$ cat config.mk
export PLATFORM = sky130hd
export DESIGN_NAME = multicycle_ctrl
export DESIGN_NICKNAME = d
export VERILOG_FILES = /design/src/rtl/multicycle_ctrl.sv
export SDC_FILE = /design/constraint.sdc
export NUM_CORES = 1
export LEC_CHECK = 0
export ABC_AREA = 1
export ABC_CLOCK_PERIOD_IN_PS = 1300
export BUFFER_PORTS_ARGS = -buffer_cell sky130_fd_sc_hd__clkbuf_2
export CAP_MARGIN = 0
export CORE_UTILIZATION = 30
export CTS_BUF_LIST = sky130_fd_sc_hd__clkbuf_2 sky130_fd_sc_hd__clkbuf_4 sky130_fd_sc_hd__clkbuf_8
export DETAILED_ROUTE_END_ITERATION = 10
export GPL_ROUTABILITY_DRIVEN = 0
export SYNTH_ARGS = -nofsm -noshare
export SYNTH_HDL_FRONTEND = slang
export SYNTH_SLANG_ARGS = --single-unit
$ cat constraint.sdc
create_clock -name CLK -period 1.3 [get_ports CLK]
set_input_delay 0.13 -clock CLK [delete_from_list [all_inputs] [get_ports CLK]]
set_output_delay 0.13 -clock CLK [all_outputs]
set_load 0.01 [all_outputs]
$ cat src/rtl/multicycle_ctrl.sv
// Sequencing FSM for the multicycle core: decodes OP/FUNCT and drives every datapath
// select and enable, with a memory-ready handshake guarded by a wait-limit watchdog.
module multicycle_ctrl #(
    parameter int WAIT_LIMIT = 15
) (
    input  logic       CLK,
    input  logic       RST,
    input  logic [5:0] OP,
    input  logic [5:0] FUNCT,
    input  logic       MEM_READY,
    output logic       IorD,
    output logic       MemWrite,
    output logic       IRWrite,
    output logic       PCWrite,
    output logic       Branch,
    output logic [1:0] PCSrc,
    output logic       ALUSrcA,
    output logic [1:0] ALUSrcB,
    output logic [2:0] ALUControl,
    output logic       RegDst,
    output logic       MemtoReg,
    output logic       RegWrite,
    output logic [3:0] STATE,
    output logic       ILLEGAL,
    output logic       BUS_ERR
);
    localparam int CW = (WAIT_LIMIT > 0) ? $clog2(WAIT_LIMIT + 1) : 1;

    typedef enum logic [3:0] {
        S_FETCH    = 4'd0,
        S_DECODE   = 4'd1,
        S_MEMADR   = 4'd2,
        S_MEMRD    = 4'd3,
        S_MEMWB    = 4'd4,
        S_MEMWR    = 4'd5,
        S_EXECUTE  = 4'd6,
        S_ALUWB    = 4'd7,
        S_BEQ      = 4'd8,
        S_ADDIEXEC = 4'd9,
        S_ADDIWB   = 4'd10,
        S_JUMP     = 4'd11
    } state_t;

    state_t        state_q, state_d;
    logic [CW-1:0] wait_cnt_q, wait_cnt_d;
    logic          in_mem;
    logic          expired;

    always_ff @(posedge CLK or negedge RST) begin
        if (!RST) begin
            state_q    <= S_FETCH;
            wait_cnt_q <= '0;
        end else begin
            state_q    <= state_d;
            wait_cnt_q <= wait_cnt_d;
        end
    end

    always_comb begin
        in_mem  = (state_q == S_FETCH) || (state_q == S_MEMRD) || (state_q == S_MEMWR);
        expired = (WAIT_LIMIT != 0) && in_mem && !MEM_READY &&
                  (wait_cnt_q == CW'(WAIT_LIMIT));

        // Counter only runs while stalled in a memory state; any completion or exit clears it.
        wait_cnt_d = '0;
        if ((WAIT_LIMIT != 0) && in_mem && !MEM_READY && !expired)
            wait_cnt_d = wait_cnt_q + CW'(1);
    end

    always_comb begin
        state_d    = state_q;
        IorD       = 1'b0;
        MemWrite   = 1'b0;
        IRWrite    = 1'b0;
        PCWrite    = 1'b0;
        Branch     = 1'b0;
        PCSrc      = 2'b00;
        ALUSrcA    = 1'b0;
        ALUSrcB    = 2'b00;
        ALUControl = 3'b000;
        RegDst     = 1'b0;
        MemtoReg   = 1'b0;
        RegWrite   = 1'b0;
        ILLEGAL    = 1'b0;
        BUS_ERR    = 1'b0;

        case (state_q)
            S_FETCH: begin
                ALUSrcB    = 2'b01;
                ALUControl = 3'b010;
                if (MEM_READY) begin
                    IRWrite = 1'b1;
                    PCWrite = 1'b1;
                    state_d = S_DECODE;
                end else if (expired) begin
                    BUS_ERR = 1'b1;
                end
            end
            S_DECODE: begin
                ALUSrcB    = 2'b11;
                ALUControl = 3'b010;
                case (OP)
                    6'b100011, 6'b101011: state_d = S_MEMADR;
                    6'b000000:            state_d = S_EXECUTE;
                    6'b000100:            state_d = S_BEQ;
                    6'b001000:            state_d = S_ADDIEXEC;
                    6'b000010:            state_d = S_JUMP;
                    default: begin
                        ILLEGAL = 1'b1;
                        state_d = S_FETCH;
                    end
                endcase
            end
            S_MEMADR: begin
                ALUSrcA    = 1'b1;
                ALUSrcB    = 2'b10;
                ALUControl = 3'b010;
                state_d    = (OP == 6'b100011) ? S_MEMRD : S_MEMWR;
            end
            S_MEMRD: begin
                IorD = 1'b1;
                if (MEM_READY) begin
                    state_d = S_MEMWB;
                end else if (expired) begin
                    BUS_ERR = 1'b1;
                    state_d = S_FETCH;
                end
            end
            S_MEMWB: begin
                MemtoReg = 1'b1;
                RegWrite = 1'b1;
                state_d  = S_FETCH;
            end
            S_MEMWR: begin
                IorD     = 1'b1;
                // An expiring store is abandoned, so the write strobe drops in that cycle.
                MemWrite = !expired;
                if (MEM_READY) begin
                    state_d = S_FETCH;
                end else if (expired) begin
                    BUS_ERR = 1'b1;
                    state_d = S_FETCH;
                end
            end
            S_EXECUTE: begin
                ALUSrcA = 1'b1;
                state_d = S_ALUWB;
                case (FUNCT)
                    6'b100000: ALUControl = 3'b010;
                    6'b100010: ALUControl = 3'b110;
                    6'b100100: ALUControl = 3'b000;
                    6'b100101: ALUControl = 3'b001;
                    6'b101010: ALUControl = 3'b111;
                    default: begin
                        ILLEGAL = 1'b1;
                        state_d = S_FETCH;
                    end
                endcase
            end
            S_ALUWB: begin
                RegDst   = 1'b1;
                RegWrite = 1'b1;
                state_d  = S_FETCH;
            end
            S_BEQ: begin
                ALUSrcA    = 1'b1;
                ALUControl = 3'b110;
                Branch     = 1'b1;
                PCSrc      = 2'b01;
                state_d    = S_FETCH;
            end
            S_ADDIEXEC: begin
                ALUSrcA    = 1'b1;
                ALUSrcB    = 2'b10;
                ALUControl = 3'b010;
                state_d    = S_ADDIWB;
            end
            S_ADDIWB: begin
                RegWrite = 1'b1;
                state_d  = S_FETCH;
            end
            S_JUMP: begin
                PCWrite = 1'b1;
                PCSrc   = 2'b10;
                state_d = S_FETCH;
            end
            default: state_d = S_FETCH;
        endcase

        // Reset forces every output quiet, even though the state already reads FETCH.
        if (!RST) begin
            IorD       = 1'b0;
            MemWrite   = 1'b0;
            IRWrite    = 1'b0;
            PCWrite    = 1'b0;
            Branch     = 1'b0;
            PCSrc      = 2'b00;
            ALUSrcA    = 1'b0;
            ALUSrcB    = 2'b00;
            ALUControl = 3'b000;
            RegDst     = 1'b0;
            MemtoReg   = 1'b0;
            RegWrite   = 1'b0;
            ILLEGAL    = 1'b0;
            BUS_ERR    = 1'b0;
        end
    end

    assign STATE = state_q;

endmodule

==> results of run 1 <==
==> registers in the layout, summed over array words and instances, names as in the netlist <==
register / flops
STATE: 4
wait_cnt_q: 4
==> layer usage <==
| layer | up-vias | routed length (um) |
|---|---|---|
| met5 | - | 0 |
| met4 | 0 | 48 |
| met3 | 6 | 120 |
| met2 | 33 | 1380 |
| met1 | 517 | 1110 |
| li1 | 594 | - |
==> critical path, stage by stage (launching register included) <==
cell and delay (ns):
sky130_fd_sc_hd__dfrtp_2 0.46, sky130_fd_sc_hd__nand2_2 0.10, sky130_fd_sc_hd__inv_2 0.05, sky130_fd_sc_hd__nand2_2 0.07, sky130_fd_sc_hd__o21ai_2 0.07, sky130_fd_sc_hd__o21ai_2 0.18, sky130_fd_sc_hd__inv_2 0.06, sky130_fd_sc_hd__a21oi_2 0.11
sky130_fd_sc_hd__buf_2 0.14
==> cell families (layout without fill, tap and decap cells) <==
group	after synthesis	after routing
buffers and inverters	29	101
AOI/OAI and AO/OA	16	16
DFF	8	8
and+or+nand+nor	84	84
xor gates and xnor gates	2	2
adders and majority gates	1	1
==> per-stage QoR <==
step           cell area [um2]   util  cells
5_1_grt                   1420  0.564    242
4_1_cts                   1340  0.532    241
6_report                  1420  0.564    242
2_1_floorplan              818      -    140
3_5_place_dp              1190  0.472    226
3_3_place_gp              1190  0.472    226
==> worst paths after layout <==
kind / start / endpoint / cells past startpoint
max: STATE[0] / MemWrite / 8
min: OP[3] / STATE[3] / 4
max reg2reg: STATE[0] / wait_cnt_q[3] / 11
min reg2reg: wait_cnt_q[0] / wait_cnt_q[0] / 1
max in group asynchronous: RST / STATE[0] / 3
min in group asynchronous: RST / STATE[1] / 3
==> cell usage in the layout, fill, tap and decap left out, types with 2 or more instances in the layout <==
master                     synthesis  layout
sky130_fd_sc_hd__nand2_4           0       2
sky130_fd_sc_hd__dfrtp_2           0       3
sky130_fd_sc_hd__nand4_1           5       5
sky130_fd_sc_hd__o21ai_2           2       2
sky130_fd_sc_hd__inv_2             1      11
sky130_fd_sc_hd__nand2_1          30      18
sky130_fd_sc_hd__dfrtp_1           8       5
sky130_fd_sc_hd__inv_1            26      16
sky130_fd_sc_hd__nand3_1          16      15
sky130_fd_sc_hd__nor2_1           28      23
sky130_fd_sc_hd__clkbuf_4          0       3
sky130_fd_sc_hd__buf_6             0       8
sky130_fd_sc_hd__o21ai_0           3       2
sky130_fd_sc_hd__nor2_4            1       4
sky130_fd_sc_hd__nand2_2           1      11
sky130_fd_sc_hd__nor2_2            1       3
sky130_fd_sc_hd__buf_2             0      10
sky130_fd_sc_hd__buf_4             1      28
sky130_fd_sc_hd__clkbuf_2          0      24
sky130_fd_sc_hd__a21oi_1           5       4
==> area by class of cell <==
type / count / area [um2]
timing repair buffer: 71 / 480
tap: 30 / 37.5
clock buffer: 3 / 22.5
inverter: 27 / 101
fill: 241 / 1100
multi-input combinational: 103 / 578
sequential: 8 / 204
==> where the power goes <==
part	internal (uW)	switching, uW
sequential	303	74.1
combinational	544	548
clock	106	85.2
==> timing repair <==
item / 4_1_cts / 5_1_grt
setup buffers: 15 / 2
hold endpoints to repair: 8 / 0
setup endpoints to repair: 23 / 25
pin swaps: 6 / 5
cloned: 0 / 0
gates resized for setup: 15 / 42
hold buffers: 1 / 0
==> implementation parameters, run 1 <==
Parameter                              Value

Power
  Total power divided by cell area ... 1170 mW/mm2
  Static Leakage ... 0.000825 uW
  Power Total ... 1660 uW
  Worst IR Drop VDD ... 791 uV

CTS
  CTS tree ... done
  H-tree level count ... 1
  CTS Buf Count ... 3
  Clock edge transition at the registers on the reported setup and hold paths ... 0.06 ns
  Clock insertion delay at the later pin of the skew report ... 0.26 ns
  Clock root buffer ... sky130_fd_sc_hd__clkbuf_4
  Clock tree buffer depth ... 2
  Number of clock sinks seen by CTS ... 8

Route
  Number of DRC violations after detailed-routing iteration 0 ... 29
  Avg WL per Cell ... 11.0 um
  DRC violation count after routing ... 0
  Avg Vias per Cell ... 4.75
  Post-detailed-route count of antenna-violating nets ... 0
  Number of vias in the routed layout ... 1,150
  Final wirelength ... 2.66 mm
  Detailed-routing iteration count for the pre-antenna-repair pass ... 4

STA
  Max_slew headroom ... 0.756
  Final clock skew ... 0.00587 ns
  Final Cycle Share ... 1.24
  Worst hold margin ... 0.287 ns
  Unrepaired setup endpoints after global routing ... true
  Transition time at the pin with the least slew margin ... 0.365 ns
  Post-route minimum period ... 1.62 ns
  Upper clock frequency limit ... 0.619 GHz
  Final Slew Violations ... 0
  Smallest setup slack after layout ... -0.316 ns
  Number of failing setup endpoints in the final timing report ... 23
  Final TNS setup ... -4.56 ns
  Hold Vio Cnt, Final ... 0

Layout
  Number of diodes ... 0
  Area Growth Syn to Fin ... 74.8%
  Fraction of final layout cells sized beyond drive strength 1 ... 0.533
  Layout net count ... 230

Floorplan
  Width of the die ... 54.1 um
  Effective utilization at floorplan ... 0.323
  Top-Level Pins ... 37
  Full die area ... 0.00293 mm2
  Number of rows created at floorplan ... 18
  Height of the die ... 54.1 um
  Area inside the core boundary ... 0.00252 mm2

GRT
  Pin count of the biggest net entering global routing ... 11
  Routing usage on met1 ... 0.241
  Global routing usage on met3 ... 0.0395
  Most used routing layer ... met2
  Total global routing track utilization ... 0.200
  Vias in the first global route ... 1,050
  GR met2 Demand/Resource ... 0.354
  Number of antenna violations at the first check in global routing ... 0
  Overall overflow remaining after global route ... 0
  Global-route wire length before repair ... 4.15 mm

Setup path
  Crit path launch type ... register
  Worst setup slack for register-to-register paths ... -0.24 ns
  Crit path max fanout ... 5
  Worst Path Class, Setup ... reg -> out
  Arrival time at the worst endpoint ... 1.49 ns
  Data required time at the worst endpoint ... 1.17 ns
  CP endpoint kind ... output port

Yosys
  Post-synth EDFFs ... 0
  Ys flop type ... sky130_fd_sc_hd__dfrtp_1
  Synth Area in XOR/XNOR ... 0.0215
  Synth warn ... 0
  Post-Synth Simple-Gate Area ... 0.449
  Cell accounting for the most synthesized area ... sky130_fd_sc_hd__dfrtp_1
  Complex-gate fraction of the synthesized area ... 0.131
  Number of instances in the synthesized netlist ... 140
  Most numerous cell in the Yosys netlist ... sky130_fd_sc_hd__nand2_1
  Mapped cell area ... 815 um2
  Synth top cells by count ... sky130_fd_sc_hd__nand2_1 (30), sky130_fd_sc_hd__nor2_1 (28), sky130_fd_sc_hd__inv_1 (26), sky130_fd_sc_hd__nand3_1 (16), sky130_fd_sc_hd__dfrtp_1 (8)
  Cell variety after synth ... 26
  Flop and latch count out of synthesis ... 8
  Area share of the leading cell type in the synthesized netlist ... 0.246
  Fraction of the mapped netlist area in adder cells ... 0.0154
  Post-synthesis area per instance ... 5.82 um2
  Number of nets in the synthesized netlist ... 156
  Fraction of the yosys area taken by sequential cells ... 0.246
  Main combinational cell family by area after synthesis ... simple AND/OR/NAND/NOR gates
  Main area contributors after synthesis ... sky130_fd_sc_hd__dfrtp_1 (25%), sky130_fd_sc_hd__nand2_1 (14%), sky130_fd_sc_hd__nor2_1 (13%), sky130_fd_sc_hd__inv_1 (12%), sky130_fd_sc_hd__nand3_1 (9.8%)
  Multiplexer share of the synthesized area ... 0
  Asr flop ratio synth ... 1.00

Outcome
  Outcome ... complete, but fails checks
  Violated checks ... setup timing

Flow run
  Total of max-cap violations ... 0

Placement
  Pre-CTS setup slack ... -0.0933 ns
  Input/output buffers ... 36
  HPWL Detailed ... 2.03 mm

Min path
  Min-Delay Path Class ... in -> reg
No activity file was read; power rests on OpenSTA's default activity.
==> run 2, diff against run 1 <==
--- a/config.mk
+++ b/config.mk
@@ -5,7 +5,6 @@
 export SDC_FILE = /design/constraint.sdc
 export NUM_CORES = 1
 export LEC_CHECK = 0
-export ABC_AREA = 1
 export ABC_CLOCK_PERIOD_IN_PS = 1300
 export BUFFER_PORTS_ARGS = -buffer_cell sky130_fd_sc_hd__clkbuf_2
 export CAP_MARGIN = 0
==> run 2 against run 1 <==
Compared with the run above: the run ends with DRC, setup timing left; cell count fell by 7.0%; clock skew barely moved; worst hold slack better by 0.028 ns; clock power rose by 21%; flip-flop and latch count stayed put; die area rose by 13%; critical path depth is 4 lower; sequential power barely moved; global-route usage is 1.7 points higher; final area increased by 22%; register-to-register slack is essentially flat.
==> implementation parameters, run 2 <==
Parameter                              Value

Setup path
  Worst R2R Path Depth ... 5 (-6)
  Cell Chain, Critical Path ... xor2_1, o21a_1, o311a_1, clkbuf_2
  Peak per-stage delay on the critical path ... 0.45 ns (about the same)
  Capture point of the worst reg-to-reg path ... STATE[2]
  Count of buffer and inverter cells on the critical path ... 1 (-2)
  Arrival time at the worst endpoint ... 1.51 ns (+0.02 ns)
  R2R Path Start ... STATE[3]
  Crit path max fanout ... 5 (unchanged)
  Worst setup slack for register-to-register paths ... -0.23 ns (about the same)
  CP endpoint kind ... output port
  Slowest stage cell on the critical path ... sky130_fd_sc_hd__dfrtp_2
  Top delay family on crit path ... compound AO/OA/AOI/OAI gates
  Data required time at the worst endpoint ... 1.17 ns (about the same)
  Crit path launch type ... register
  Worst Path Class, Setup ... reg -> out

Power
  Total power divided by cell area ... 1180 mW/mm2 (+1.3%)
  Net switching power ... 861 uW (+22%)
  Worst IR Drop VDD ... 989 uV (+25%)
  Static Leakage ... 0.000780 uW (-5.5%)
  Clock network power share ... 0.113 (-0.002)
  Net switching share of the total power ... 0.420 (-0.00590)
  Combinational cell fraction of total power ... 0.705 (+0.047)
  Part of the total power dissipated in sequential elements ... 0.182 (-0.045)
  Internal power of the cells ... 1190 uW (+25%)

STA
  Number of failing setup endpoints in the final timing report ... 25 (+8.7%)
  Worst hold margin ... 0.315 ns (+0.0280 ns)
  Unrepaired setup endpoints after global routing ... true
  Final TNS setup ... -5.43 ns (-0.863 ns)
  Final clock skew ... 0.00606 ns (+0.000189 ns)
  Upper clock frequency limit ... 0.611 GHz (-1.3%)
  Transition time at the pin with the least slew margin ... 0.399 ns (+0.0338 ns)
  Max_slew headroom ... 0.732 (-0.0238)
  Final Slew Violations ... 0 (unchanged)
  Post-route minimum period ... 1.64 ns (+0.0214 ns)
  Hold Vio Cnt, Final ... 0 (unchanged)
  Final Cycle Share ... 1.26 (+0.0164)
  Smallest setup slack after layout ... -0.337 ns (-0.0214 ns)

Yosys
  Most numerous cell in the Yosys netlist ... sky130_fd_sc_hd__nor3_1
  Ys flop type ... sky130_fd_sc_hd__dfrtp_1
  Cell accounting for the most synthesized area ... sky130_fd_sc_hd__dfrtp_1
  Fraction of the yosys area taken by sequential cells ... 0.216 (-0.0296)
  Cell variety after synth ... 44 (+69%)
  Post-synth EDFFs ... 0 (unchanged)
  Mapped cell area ... 926 um2 (+14%)
  Number of nets in the synthesized netlist ... 133 (-15%)
  Number of instances in the synthesized netlist ... 117 (-16%)
  Area share of the leading cell type in the synthesized netlist ... 0.216 (-0.0296)
  Synth top cells by count ... sky130_fd_sc_hd__nor3_1 (10), sky130_fd_sc_hd__dfrtp_1 (8), sky130_fd_sc_hd__nor2_1 (8), sky130_fd_sc_hd__nand4_1 (6), sky130_fd_sc_hd__nor4_1 (6)
  Post-synthesis area per instance ... 7.91 um2 (+36%)
  Flop and latch count out of synthesis ... 8 (unchanged)
  Synth warn ... 0 (unchanged)
  Main area contributors after synthesis ... sky130_fd_sc_hd__dfrtp_1 (22%), sky130_fd_sc_hd__nor3_1 (5.4%), sky130_fd_sc_hd__xor2_1 (4.7%), sky130_fd_sc_hd__nand4_1 (4.1%), sky130_fd_sc_hd__nor4_1 (4.1%)
  Asr flop ratio synth ... 1.00 (unchanged)

Placement
  Input/output buffers ... 36 (unchanged)
  Pre-CTS setup slack ... -0.110 ns (-0.0163 ns)
  HPWL Detailed ... 2.25 mm (+11%)
  Number of placed instances with taps included ... 205 (-9.3%)

CTS
  CTS tree ... done
  Clock insertion delay at the later pin of the skew report ... 0.26 ns (about the same)
  CTS Buf Count ... 3 (unchanged)
  H-tree level count ... 1 (unchanged)
  Clock tree buffer depth ... 2 (unchanged)
  Clock root buffer ... sky130_fd_sc_hd__clkbuf_4
  Number of clock sinks seen by CTS ... 8 (unchanged)
  Clock edge transition at the registers on the reported setup and hold paths ... 0.06 ns (about the same)

Floorplan
  Top-Level Pins ... 37 (unchanged)
  Area inside the core boundary ... 0.00283 mm2 (+12%)
  Height of the die ... 57.6 um (+6.4%)
  Effective utilization at floorplan ... 0.327 (+0.00437)
  Number of rows created at floorplan ... 19 (+1)
  Full die area ... 0.00331 mm2 (+13%)
  Width of the die ... 57.6 um (+6.4%)

Layout
  Commonest cells after routing, fill and taps aside ... sky130_fd_sc_hd__buf_4 (28), sky130_fd_sc_hd__clkbuf_2 (23), sky130_fd_sc_hd__buf_6 (19)
  Post-layout util ... 0.614 (+0.0494)
  Commonest non-fill, non-tap cell in the layout ... sky130_fd_sc_hd__buf_4
  FILL cells ... 232 (-3.7%)
  Layout net count ... 211 (-8.3%)
  Area Growth Syn to Fin ... 87.6%
  Fraction of final layout cells sized beyond drive strength 1 ... 0.629 (+0.0958)
  Number of diodes ... 0 (unchanged)
  Number of standard cells in the final layout excluding fillers ... 225 (-7.0%)

Route
  Post-detailed-route count of antenna-violating nets ... 0 (unchanged)
  Number of DRC violations after detailed-routing iteration 0 ... 47 (+62%)
  Final wirelength ... 3.40 mm (+28%)
  DRC violation count after routing ... 4 (+4)
  Detailed-routing iteration count for the pre-antenna-repair pass ... 9 (+5)
  Avg WL per Cell ... 15.1 um (+37%)
  Avg Vias per Cell ... 5.58 (+17%)
  Number of vias in the routed layout ... 1,256 (+9.2%)

GRT
  Global-route wire length before repair ... 5.64 mm (+36%)
  Pin count of the biggest net entering global routing ... 10 (-1)
  Number of antenna violations at the first check in global routing ... 0 (unchanged)
  Total global routing track utilization ... 0.217 (+0.0171)
  Overall overflow remaining after global route ... 0 (unchanged)
  Vias in the first global route ... 1,274 (+21%)

Outcome
  Outcome ... complete, but fails checks
  Violated checks ... DRC, setup timing

Min path
  Number of cells traversed by the worst hold path ... 4 (unchanged)
  Hold wc startpoint ... MEM_READY
  Min-Delay Path Class ... in -> reg
  Hold Crit Endpoint ... STATE[0]

Flow run
  Total of max-cap violations ... 0 (unchanged)
run 2: timing repair:
item / CTS / global route
pin swaps: 18 / 13
hold buffers: 1 / 0
hold endpoints to repair: 8 / 0
endpoints found under the setup margin: 24 / 27
resized for setup: 33 / 35
setup buffers: 14 / 4
run 2: worst max-delay path by stage:
stage	from	to	slack (ns)	cells past startpoint
floorplan	STATE[0]	MemWrite	-0.03	3
global placement	STATE[2]	STATE[2]	-0.09	4
detailed placement	STATE[0]	MemWrite	-0.11	4
CTS	STATE[2]	ALUControl[2]	-0.35	5
global route	STATE[2]	ALUControl[2]	-0.39	5
finish	STATE[2]	MemWrite	-0.34	4
run 2: kinds of logic after synthesis:
family | count (synthesis) | synth area share
buf+inv | 13 | 0.0838
flops | 8 | 0.216
simple gates | 64 | 0.424
xor+xnor | 6 | 0.0568
compound gates | 24 | 0.195
mux | 1 | 0.0108
fa+ha+maj | 1 | 0.0135
run 2: metal layers:
layer | global-route usage | part of all wire
met1 | 0.274 | 0.43
met2 | 0.354 | 0.49
met3 | 0.0181 | 0.049
met4 | 0.139 | 0.027
met5 | 0 | 0
run 2: area by class of cell:
cell class / count / area, um2 / share of cell area
clock buffers: 4 / 30.0 / 0.0173
repair buffers: 82 / 614 / 0.354
well taps: 31 / 38.8 / 0.0223
flip-flops and latches: 8 / 205 / 0.118
multi-input cells: 96 / 833 / 0.480
inverters: 4 / 15.0 / 0.00865
run 2: per-stage QoR:
stage	power, uW	area (um2)
2_1_floorplan	953	982
6_report	2050	1740
3_3_place_gp	1370	1340
3_5_place_dp	1390	1340
4_1_cts	1930	1610
5_1_grt	2190	1740
run 2: power groups by stage:
stage | Clock [uW] | Combinational (uW) | Sequential (uW)
2_1_floorplan | 0 | 592 | 361
3_3_place_gp | 0 | 1000 | 365
3_5_place_dp | 0 | 1020 | 372
4_1_cts | 242 | 1320 | 369
5_1_grt | 254 | 1550 | 380
6_report | 232 | 1440 | 374
run 2: tightest hold or removal path: cells and delay by family:
| kind | cells | cell delay, ns |
|---|---|---|
| buffers and inverters | 1 | 0.17 |
| and+or+nand+nor | 1 | 0.07 |
| AOI/OAI and AO/OA | 2 | 0.16 |
==> run 3, diff against run 2 <==
--- a/config.mk
+++ b/config.mk
@@ -9,9 +9,9 @@
 export BUFFER_PORTS_ARGS = -buffer_cell sky130_fd_sc_hd__clkbuf_2
 export CAP_MARGIN = 0
 export CORE_UTILIZATION = 30
-export CTS_BUF_LIST = sky130_fd_sc_hd__clkbuf_2 sky130_fd_sc_hd__clkbuf_4 sky130_fd_sc_hd__clkbuf_8
 export DETAILED_ROUTE_END_ITERATION = 10
 export GPL_ROUTABILITY_DRIVEN = 0
+export SKIP_LAST_GASP = 1
 export SYNTH_ARGS = -nofsm -noshare
 export SYNTH_HDL_FRONTEND = slang
 export SYNTH_SLANG_ARGS = --single-unit
==> run 3 against run 2 <==
Compared with the run above: the flow still finishes with violations (DRC, setup timing); first-iteration DRC count rose by 23%; critical path depth stayed put; global-route usage is 0.28 points lower; sequential share of layout area decreased by 0.31 points; worst hold slack gained 0.0086 ns; total power rose by 3.6%; count of clock-buffer cells in the layout stayed put; wire length is 6.2% higher; critical path type unchanged; critical endpoint unchanged.
==> implementation parameters, run 3 (same netlist as run 2, synthesis figures left out) <==
Parameter                              Value

Setup path
  Crit path launch ... STATE[2]
  Slowest stage cell on the critical path ... sky130_fd_sc_hd__dfrtp_2
  Peak per-stage delay on the critical path ... 0.45 ns (about the same)
  Crit path launch type ... register
  Count of buffer and inverter cells on the critical path ... 1 (unchanged)
  Arrival time at the worst endpoint ... 1.52 ns (about the same)
  Data required time at the worst endpoint ... 1.17 ns (about the same)
  Crit path max fanout ... 5 (unchanged)
  Worst Path Class, Setup ... reg -> out
  CP endpoint kind ... output port
  R2R Path Start ... STATE[3]
  Top delay family on crit path ... compound AO/OA/AOI/OAI gates
  Cell Chain, Critical Path ... xor2_1, o21a_1, o311a_1, clkbuf_2

Route
  Detailed-routing iteration count for the pre-antenna-repair pass ... 9 (unchanged)
  Number of DRC violations after detailed-routing iteration 0 ... 58 (+23%)
  Post-detailed-route count of antenna-violating nets ... 0 (unchanged)
  Avg WL per Cell ... 15.9 um (+5.2%)
  DRC violation count after routing ... 4 (unchanged)
  Final wirelength ... 3.61 mm (+6.2%)
  Number of vias in the routed layout ... 1,290 (+2.7%)
  Avg Vias per Cell ... 5.68 (+1.8%)

CTS
  H-tree level count ... 1 (unchanged)
  CTS Buf Count ... 3 (unchanged)
  Clock root buffer ... sky130_fd_sc_hd__clkbuf_4
  Clock edge transition at the registers on the reported setup and hold paths ... 0.06 ns (about the same)
  Clock insertion delay at the later pin of the skew report ... 0.26 ns (about the same)
  Number of clock sinks seen by CTS ... 8 (unchanged)
  CTS tree ... done
  Clock tree buffer depth ... 2 (unchanged)

Power
  Worst IR Drop VDD ... 982 uV (-0.70%)
  Static Leakage ... 0.000793 uW (+1.7%)
  Total power divided by cell area ... 1190 mW/mm2 (+0.87%)
  Power Total ... 2120 uW (+3.6%)

STA
  Upper clock frequency limit ... 0.607 GHz (-0.56%)
  Final clock skew ... 0.00454 ns (-0.00152 ns)
  Number of failing setup endpoints in the final timing report ... 25 (unchanged)
  Final TNS setup ... -5.84 ns (-0.413 ns)
  Unrepaired setup endpoints after global routing ... true
  Post-route minimum period ... 1.65 ns (+0.00928 ns)
  Final Slew Violations ... 0 (unchanged)
  Max_slew headroom ... 0.735 (+0.00284)
  Transition time at the pin with the least slew margin ... 0.395 ns (-0.00422 ns)
  Final Cycle Share ... 1.27 (+0.00714)
  Smallest setup slack after layout ... -0.346 ns (-0.00928 ns)
  Hold Vio Cnt, Final ... 0 (unchanged)

Layout
  Number of standard cells in the final layout excluding fillers ... 227 (+0.89%)
  Fraction of final layout cells sized beyond drive strength 1 ... 0.633 (+0.00379)
  Area Growth Syn to Fin ... 92.6%
  FILL cells ... 219 (-5.6%)
  Commonest cells after routing, fill and taps aside ... sky130_fd_sc_hd__buf_4 (28), sky130_fd_sc_hd__buf_6 (22), sky130_fd_sc_hd__clkbuf_2 (21)
  Layout net count ... 213 (+0.95%)
  Number of diodes ... 0 (unchanged)
  Commonest non-fill, non-tap cell in the layout ... sky130_fd_sc_hd__buf_4

Placement
  Input/output buffers ... 36 (unchanged)
  HPWL Detailed ... 2.25 mm (unchanged)
  Number of placed instances with taps included ... 205 (unchanged)

GRT
  Pin count of the biggest net entering global routing ... 10 (unchanged)
  Global-route wire length before repair ... 5.58 mm (-1.2%)
  Vias in the first global route ... 1,252 (-1.7%)
  Total global routing track utilization ... 0.214 (-0.00284)
  Overall overflow remaining after global route ... 0 (unchanged)
  Number of antenna violations at the first check in global routing ... 0 (unchanged)

Flow run
  Total of max-cap violations ... 0 (unchanged)

Floorplan
  Number of rows created at floorplan ... 19 (unchanged)
  Area inside the core boundary ... 0.00283 mm2 (unchanged)
  Height of the die ... 57.6 um (unchanged)
  Top-Level Pins ... 37 (unchanged)
  Effective utilization at floorplan ... 0.327 (unchanged)
  Width of the die ... 57.6 um (unchanged)
  Full die area ... 0.00331 mm2 (unchanged)

Outcome
  Outcome ... complete, but fails checks
  Violated checks ... DRC, setup timing

Min path
  Hold wc startpoint ... MEM_READY
  Min-Delay Path Class ... in -> reg
## run 3: worst paths after layout
check,end,slack [ns],depth (start not counted)
max,MemWrite,-0.35,4
min in group asynchronous,wait_cnt_q[1],0.56,3
max reg2reg,STATE[2],-0.25,5
min reg2reg,wait_cnt_q[0],0.57,2
min,STATE[0],0.32,4
max in group asynchronous,STATE[1],0.44,3
## run 3: timing repair
| action | in CTS | in global routing |
|---|---|---|
| hold buffers | 1 | 0 |
| gates resized for setup | 28 | 48 |
| pin swaps | 18 | 15 |
| endpoints found under the hold margin | 8 | 0 |
| gates cloned | 0 | 0 |
| buffers inserted | 14 | 8 |
| setup endpoints to repair | 24 | 28 |
## run 3: area by class of cell
type,instances,area [um2],area share
Clock buffer,4,26.3,0.0147
Inverter,4,18.8,0.0105
Multi-Input combinational cell,96,841,0.472
Sequential cell,8,205,0.115
Tap cell,31,38.8,0.0218
Timing Repair Buffer,84,653,0.366
## run 3: tightest hold or removal path, cell delays in order
cell and delay, ns:
sky130_fd_sc_hd__clkbuf_2 0.18, sky130_fd_sc_hd__a311oi_4 0.07, sky130_fd_sc_hd__nand3_1 0.08, sky130_fd_sc_hd__a32oi_1 0.09
## run 3: per-layer routing
layer / up-vias / global-route usage / share of wire
li1: 610 / - / -
met1: 608 / 0.274 / 0.41
met2: 56 / 0.347 / 0.50
met3: 16 / 0.0136 / 0.049
met4: 0 / 0.139 / 0.042
met5: - / 0 / 0
## run 3: power breakdown
| group | leakage [uW] | total (uW) | internal [uW] | switching, uW |
|---|---|---|---|---|
| Sequential | 0.000102 | 378 | 303 | 75.1 |
| Combinational | 0.000676 | 1530 | 807 | 724 |
| Clock | 0.0000150 | 214 | 118 | 96.3 |
## run 3: metrics by stage
step	area [um2]	hold WS, ns	worst slack, ns	utilization
detailed placement	1340	0.181	-0.110	0.475
floorplan	982	-0.166	-0.0290	-
finish	1780	0.324	-0.346	0.630
global route	1780	0.350	-0.397	0.630
global placement	1340	0.179	-0.0931	0.475
CTS	1590	0.294	-0.345	0.562
